--- config.mk ---
export PLATFORM = sky130hd
export DESIGN_NAME = gf180mcu_fd_sc_mcu9t5v0__srseq
export DESIGN_NICKNAME = d
export VERILOG_FILES = /design/src/rtl/gf180mcu_fd_sc_mcu9t5v0__srseq_pkg.sv /design/src/rtl/gf180mcu_fd_sc_mcu9t5v0__srseq_sync.sv /design/src/rtl/gf180mcu_fd_sc_mcu9t5v0__srseq.sv
export SDC_FILE = /design/constraint.sdc
export NUM_CORES = 1
export LEC_CHECK = 0
export CAP_MARGIN = 30
export CORE_MARGIN = 4
export CORE_UTILIZATION = 46
export DETAILED_ROUTE_END_ITERATION = 12
export PLACE_DENSITY = 0.73
export SLEW_MARGIN = 30
export SYNTH_ARGS = -nofsm -noshare
export SYNTH_HDL_FRONTEND = slang
export SYNTH_SLANG_ARGS = --single-unit
--- constraint.sdc ---
create_clock -name CLK -period 1.7 [get_ports CLK]
set_input_delay 0.255 -clock CLK [delete_from_list [all_inputs] [get_ports CLK]]
set_output_delay 0.255 -clock CLK [all_outputs]
set_load 0.1 [all_outputs]
--- src/rtl/gf180mcu_fd_sc_mcu9t5v0__srseq_pkg.sv ---
// Shared types and default timing for the set/reset sequencer.
// Imported by the sequencer top and its request synchronizer.
package gf180mcu_fd_sc_mcu9t5v0__srseq_pkg;

  typedef enum logic [1:0] {
    IDLE     = 2'd0,
    CLR_HOLD = 2'd1,
    SET_HOLD = 2'd2,
    GAP      = 2'd3
  } srseq_state_e;

  localparam int HOLD_CYC_DEF = 4;
  localparam int GAP_CYC_DEF  = 1;
  localparam int CW_DEF       = 4;

  // Request bit positions in the synchronized bundle.
  localparam int REQ_CLR = 1;
  localparam int REQ_SET = 0;
  localparam int REQ_W   = 2;

endpackage

--- src/rtl/gf180mcu_fd_sc_mcu9t5v0__srseq_sync.sv ---
// Two-flop synchronizer for the clear/set request levels.
// Only instantiated when GF180_SRSEQ_SYNC_EN is defined.
module gf180mcu_fd_sc_mcu9t5v0__srseq_sync
  import gf180mcu_fd_sc_mcu9t5v0__srseq_pkg::*;
#(
  parameter int W = REQ_W
) (
  input  logic         clk,
  input  logic         rst,
  input  logic [W-1:0] d,
  output logic [W-1:0] q
);

  logic [W-1:0] meta;

  // Two stages; both clear so no request is seen during reset.
  always_ff @(posedge clk or posedge rst) begin
    if (rst) begin
      meta <= '0;
      q    <= '0;
    end else begin
      meta <= d;
      q    <= meta;
    end
  end

endmodule

--- src/rtl/gf180mcu_fd_sc_mcu9t5v0__srseq.sv ---
// Clear/set pulse sequencer for negative-edge set/reset flop banks.
// Define GF180_SRSEQ_SYNC_EN to synchronize CLR_REQ/SET_REQ (2 cycles).
module gf180mcu_fd_sc_mcu9t5v0__srseq
  import gf180mcu_fd_sc_mcu9t5v0__srseq_pkg::*;
#(
  parameter int HOLD_CYC = HOLD_CYC_DEF,
  parameter int GAP_CYC  = GAP_CYC_DEF,
  parameter int CW       = CW_DEF
) (
  input  logic CLK,
  input  logic RST,
  input  logic CLR_REQ,
  input  logic SET_REQ,
  output logic RN,
  output logic SETN,
  output logic ACK,
  output logic BUSY
);

  localparam logic [CW-1:0] HOLD_LD = CW'(HOLD_CYC - 1);
  localparam logic [CW-1:0] GAP_LD  = CW'(GAP_CYC - 1);
  localparam logic [CW-1:0] ONE     = CW'(1);

  logic [REQ_W-1:0] req_raw;
  logic [REQ_W-1:0] req_s;
  logic             clr_req;
  logic             set_req;

  assign req_raw[REQ_CLR] = CLR_REQ;
  assign req_raw[REQ_SET] = SET_REQ;

`ifdef GF180_SRSEQ_SYNC_EN
  gf180mcu_fd_sc_mcu9t5v0__srseq_sync #(
    .W (REQ_W)
  ) u_sync (
    .clk (CLK),
    .rst (RST),
    .d   (req_raw),
    .q   (req_s)
  );
`else
  assign req_s = req_raw;
`endif

  assign clr_req = req_s[REQ_CLR];
  assign set_req = req_s[REQ_SET];

  srseq_state_e  state;
  srseq_state_e  state_nxt;
  logic [CW-1:0] cnt;
  logic [CW-1:0] cnt_nxt;
  logic          op_req;
  logic          op_req_nxt;
  logic          ack_nxt;
  logic          rn_nxt;
  logic          setn_nxt;
  logic          busy_nxt;

  // Next state, counter and the registered-output values.
  always_comb begin
    state_nxt  = state;
    cnt_nxt    = cnt;
    op_req_nxt = op_req;
    ack_nxt    = 1'b0;
    unique case (state)
      IDLE: begin
        // The ACK cycle doubles as a one-cycle request blackout
        // so a requester still holding its level is not re-served.
        if (!ACK) begin
          if (clr_req) begin
            state_nxt  = CLR_HOLD;
            cnt_nxt    = HOLD_LD;
            op_req_nxt = 1'b1;
          end else if (set_req) begin
            state_nxt  = SET_HOLD;
            cnt_nxt    = HOLD_LD;
            op_req_nxt = 1'b1;
          end
        end
      end
      CLR_HOLD, SET_HOLD: begin
        if (cnt == '0) begin
          state_nxt = GAP;
          cnt_nxt   = GAP_LD;
        end else begin
          cnt_nxt = cnt - ONE;
        end
      end
      GAP: begin
        if (cnt == '0) begin
          state_nxt  = IDLE;
          ack_nxt    = op_req;
          op_req_nxt = 1'b0;
        end else begin
          cnt_nxt = cnt - ONE;
        end
      end
      default: begin
        state_nxt = IDLE;
        cnt_nxt   = '0;
      end
    endcase
    // Outputs are decoded from the next state so the flops
    // line up with the state they describe; at most one of
    // RN/SETN can be low because the states are exclusive.
    rn_nxt   = (state_nxt != CLR_HOLD);
    setn_nxt = (state_nxt != SET_HOLD);
    busy_nxt = (state_nxt != IDLE);
  end

  // State, counter and output flops; reset starts a power-up clear
  // and drops any SET hold in the same instant.
  always_ff @(posedge CLK or posedge RST) begin
    if (RST) begin
      state  <= CLR_HOLD;
      cnt    <= HOLD_LD;
      op_req <= 1'b0;
      RN     <= 1'b0;
      SETN   <= 1'b1;
      ACK    <= 1'b0;
      BUSY   <= 1'b1;
    end else begin
      state  <= state_nxt;
      cnt    <= cnt_nxt;
      op_req <= op_req_nxt;
      RN     <= rn_nxt;
      SETN   <= setn_nxt;
      ACK    <= ack_nxt;
      BUSY   <= busy_nxt;
    end
  end

endmodule
==> results.md <==
Run status:
- The flow ran to the end, and the final reports show no timing, DRC or antenna violations.

Power:
- Power comes to 1.89 mW.
- For this design the static power due to leakage is 0.365 nW.
- Power spread over the standard cell area amounts to 2250 nW/µm².
- IR analysis of the VDD net gives a maximum drop of 0.00134 V.

Worst setup path:
- The launch instance of the worst register-to-register path is state[0]$_DFF_PP1_.
- STA puts the critical path data required time at 1860 ps.
- The category of cells accounting for the largest share of critical-path delay is simple AND/OR/NAND/NOR gates.
- The number of buffers and inverters on the critical path is 1.
- STA classifies the critical path startpoint as a flop.
- For this run, the slowest stage of the critical path takes 530 ps.
- In this run the critical register-to-register path is captured at RN$_DFF_PP0_.
- The category of the most critical setup path is reg -> reg.
- The most critical setup path has its startpoint at state[0]$_DFF_PP1_.
- The critical path goes through inv_1 -> ha_4 -> nor4b_4 -> or2_4 -> o21ai_2 -> nand2b_1.
- In this run the worst path has a maximum fanout of 6.
- The slowest library cell on the worst path is sky130_fd_sc_hd__dfstp_2.
- The kind of capture point of the worst setup path is a flop.
- The data arrival time of the critical path is 1810 ps.
- The last element of the critical path is RN$_DFF_PP0_.
- The critical path depth in cells is 6.
- The worst register-to-register path has a setup slack of 60 ps.
- The cell depth of the worst flop-to-flop path is 6.

Timing:
- In the final timing run, aggregate negative setup slack is 0 ps.
- Setup violations remaining at the end of the flow were counted as 0.
- On the final layout, the worst clock skew is 1.92 ps.
- The hold violation total from the final report is 0.
- The worst slew margin relative to its limit is 0.734.
- Dividing the final minimum period by the clock period gives 0.966.
- The number of pins with negative max-slew slack in the final report is 0.
- Static timing analysis puts the maximum clock frequency at 0.609 GHz.
- The least setup slack across all paths after layout is 57.1 ps.
- The final worst hold slack is ~260 ps.
- At the pin with the least slew margin, the transition time is 399 ps.
- The clock period could shrink to 1640 ps.
- Setup repair after global routing left no endpoint under its margin.

Clock network:
- The clock tree from TritonCTS is done.
- The clock net in this run drives a total of 11 sinks.
- The CTS buffer count is 3.
- The root buffer cell is sky130_fd_sc_hd__clkbuf_4.
- The clock insertion delay at the later pin of the skew report is 270 ps.
- Hold repair after CTS inserted 0 buffers.
- After clock tree synthesis, the clock-pin slew on the worst setup and hold paths is 70 ps.
- The setup fix buffers added after clock tree synthesis is 0.
- CTS built an H-tree with a depth of 1.
- The maximum clock insertion buffer count is 2.

Die:
- Measured along the x axis, the die boundary spans 44.7 µm.
- The floorplan has 12 rows.
- In this run the count of I/O pins placed on the die edge is 8.
- The die covers 2000 µm².
- The core region area is 1190 µm².
- The initial cell density of the core is 0.523.
- The die outline height is between 40 and 50 µm.

Final layout:
- The final cell count without fillers is 94.
- The share of final-layout standard cells stronger than drive strength 1 is 0.338.
- The number of filler cells placed in the layout is 86.
- Compared with the post-synthesis result, the final layout area differs by 35.5%.
- The area of the multi-input gates is approximately 330 µm².
- The repair_antennas step left the layout with diodes totalling 0.
- Once layout is complete, the utilization of the core stands at 0.709.
- Across the whole layout, storage elements account for about 280 µm².
- The final design area excluding fillers is 841 µm².
- At the end of the flow, the number of nets in the layout was 88.

Global route:
- The first global-routing pass estimated between 2000 and 2500 µm of wire.
- The number of antenna violations at the first check in global routing is 0.
- In the global route stage, overall resource usage came out at 0.162.
- Global routing finished with a remaining overflow of 0.
- Entering global routing, the biggest net connects 12 pins.
- The number of global-route vias before repair is 538.

Placed design:
- The number of buffer cells added on primary ports is 7.
- Routability-driven placement finished with a final weighted congestion of 0.832.
- Including well taps, the total number of placed cells is 90.
- Once placement finished, the instance area stood at 783 µm².
- Detailed placement ended at an HPWL of 1000 µm.
- The worst setup slack after placement is -57.2 ps.

Flow run:
- The count of maximum capacitance violations is 0.

Synth:
- The number of synthesized flops with an enable pin is 0.
- The complex-gate fraction of the synthesized area is 0.254.
- Of the total synthesized cell area, the portion taken by XOR and XNOR cells is 0.
- The cell area after synthesis is 621 µm².
- In this run, distinct cell masters in the synthesized netlist total 26.
- Of the total synthesized cell area, the portion taken by AND, OR, NAND and NOR gates is 0.171.
- The adder and majority cell fraction of the synthesized area is 0.0605.
- Synthesis handed over a netlist of 64 instances.
- Of the post-synthesis cell area, the part taken by muxes is 0.
- By area, the combinational part of the netlist is dominated by compound AO/OA/AOI/OAI gates.
- By area the synthesized netlist is led by sky130_fd_sc_hd__dfrtp_1 24%, sky130_fd_sc_hd__dfstp_2 21%, sky130_fd_sc_hd__o21ai_0 7.3%, sky130_fd_sc_hd__ha_1 6.0%, sky130_fd_sc_hd__inv_1 4.2%.
- The cell taking the most area after synthesis is sky130_fd_sc_hd__dfrtp_1.
- The synthesized design contains 11 register bits.
- Counting flops with an async set or reset pin after synthesis yields a share of 1.00.
- The share of Yosys cell area claimed by the top area cell type is 0.242.
- The primary flip-flop cell chosen by synthesis mapping is sky130_fd_sc_hd__dfrtp_1.
- For this run, the register share of the synthesized area comes to 0.454.
- Each instance of the synthesized netlist takes up on average 9.70 µm².
- The number of warnings reported in the yosys synthesis log is 0.
- By count the netlist is led by 9 x sky130_fd_sc_hd__o21ai_0, 7 x sky130_fd_sc_hd__inv_1, 6 x sky130_fd_sc_hd__dfrtp_1.
- The cell with the most instances after synthesis is sky130_fd_sc_hd__o21ai_0.
- The total nets after synthesis is 71.

Detailed routing:
- After detailed routing, the number of remaining DRC violations is 0.
- The number of iterations in the first detailed-routing pass is 4.
- The post-detailed-route wirelength per cell is 14.7 µm.
- The residual antenna-violating net count after detailed routing is 0.
- The total via count after detailed routing is 545.
- After detailed routing, the number of vias per cell comes to 5.80.
- The final layout contains routed wiring with a total length of 1380 µm.
- For this block, the initial DRC count from the detailed router was 17.

Worst hold path:
- The worst hold path belongs to the class in -> async.
## area by class of cell
cell class | instances | share of cell area
clock buffer | 4 | 0.0313
timing repair buffer | 13 | 0.185
sequential | 11 | 0.336
tap | 14 | 0.0208
inverter | 7 | 0.0313
multi-input combinational | 45 | 0.396
## what timing repair did
| action | 4_1_cts | 5_1_grt |
|---|---|---|
| setup endpoints to repair | 2 | 3 |
| resized for setup | 2 | 2 |
| pin swaps | 2 | 0 |
## flip-flops by register name, indices dropped and copies added (netlist names)
signal,flops
cnt,4
state,2
ACK,1
BUSY,1
RN,1
SETN,1
op_req,1
## report_power, final
group / internal (mW) / switching [mW] / total (mW) / leakage, nW
combinational: 0.530 / 0.678 / 1.21 / 0.225
clock: 0.0910 / 0.0914 / 0.182 / 0.0150
sequential: 0.405 / 0.0929 / 0.498 / 0.125
## logic make-up after synthesis
| kind of cell | Yosys count |
|---|---|
| adder cells (fa/ha/maj) | 3 |
| buffers and inverters | 8 |
| AND/OR/NAND/NOR | 17 |
| flip-flops | 11 |
| AO/OA/AOI/OAI | 25 |
## per-layer routing
layer / global-route usage / part of all wire / vias up
li1: - / - / 260
met2: 0.235 / 0.45 / 24
met5: 0 / 0 / -
met3: 0.0478 / 0.085 / 5
met4: 0.0904 / 0.028 / 0
met1: 0.214 / 0.43 / 256
## cells in the final DEF, fill, tap and decap left out
cell type                         instances
sky130_fd_sc_hd__nand2b_1                 2
sky130_fd_sc_hd__ha_1                     2
sky130_fd_sc_hd__clkdlybuf4s50_1          3
sky130_fd_sc_hd__buf_12                   4
sky130_fd_sc_hd__ha_4                     1
sky130_fd_sc_hd__o211ai_1                 2
sky130_fd_sc_hd__buf_4                    6
sky130_fd_sc_hd__nor4b_4                  1
sky130_fd_sc_hd__a21oi_2                  1
sky130_fd_sc_hd__or3b_4                   1
sky130_fd_sc_hd__dfstp_2                  5
sky130_fd_sc_hd__o221ai_1                 1
sky130_fd_sc_hd__nor3b_2                  1
sky130_fd_sc_hd__or2_4                    1
sky130_fd_sc_hd__nor3_1                   2
sky130_fd_sc_hd__and3_1                   1
sky130_fd_sc_hd__clkbuf_1                 1
sky130_fd_sc_hd__dfrtp_1                  5
sky130_fd_sc_hd__nand3b_1                 1
sky130_fd_sc_hd__o21a_1                   2
sky130_fd_sc_hd__nor2_1                   5
sky130_fd_sc_hd__o21bai_2                 1
sky130_fd_sc_hd__o21ai_2                  1
sky130_fd_sc_hd__nand2_1                  1
sky130_fd_sc_hd__inv_1                    7
sky130_fd_sc_hd__a21oi_1                  5
sky130_fd_sc_hd__o22ai_1                  1
sky130_fd_sc_hd__dfrtp_2                  1
sky130_fd_sc_hd__o22a_1                   2
sky130_fd_sc_hd__nor2b_1                  1
sky130_fd_sc_hd__o21ai_0                  9
sky130_fd_sc_hd__clkbuf_4                 3
## worst min-delay path by stage
stage | end | slack [ps] | depth (start not counted)
3_3_place_gp | ACK$_DFF_PP0_ | 520 | 1
4_1_cts | state[1]$_DFF_PP0_ | 270 | 2
5_1_grt | op_req$_DFFE_PP0P_ | 300 | 2
3_5_place_dp | ACK$_DFF_PP0_ | 520 | 1
6_report | state[1]$_DFF_PP0_ | 260 | 2
2_1_floorplan | RN$_DFF_PP0_ | 100 | 1
Power figures use the tool's default switching activity.
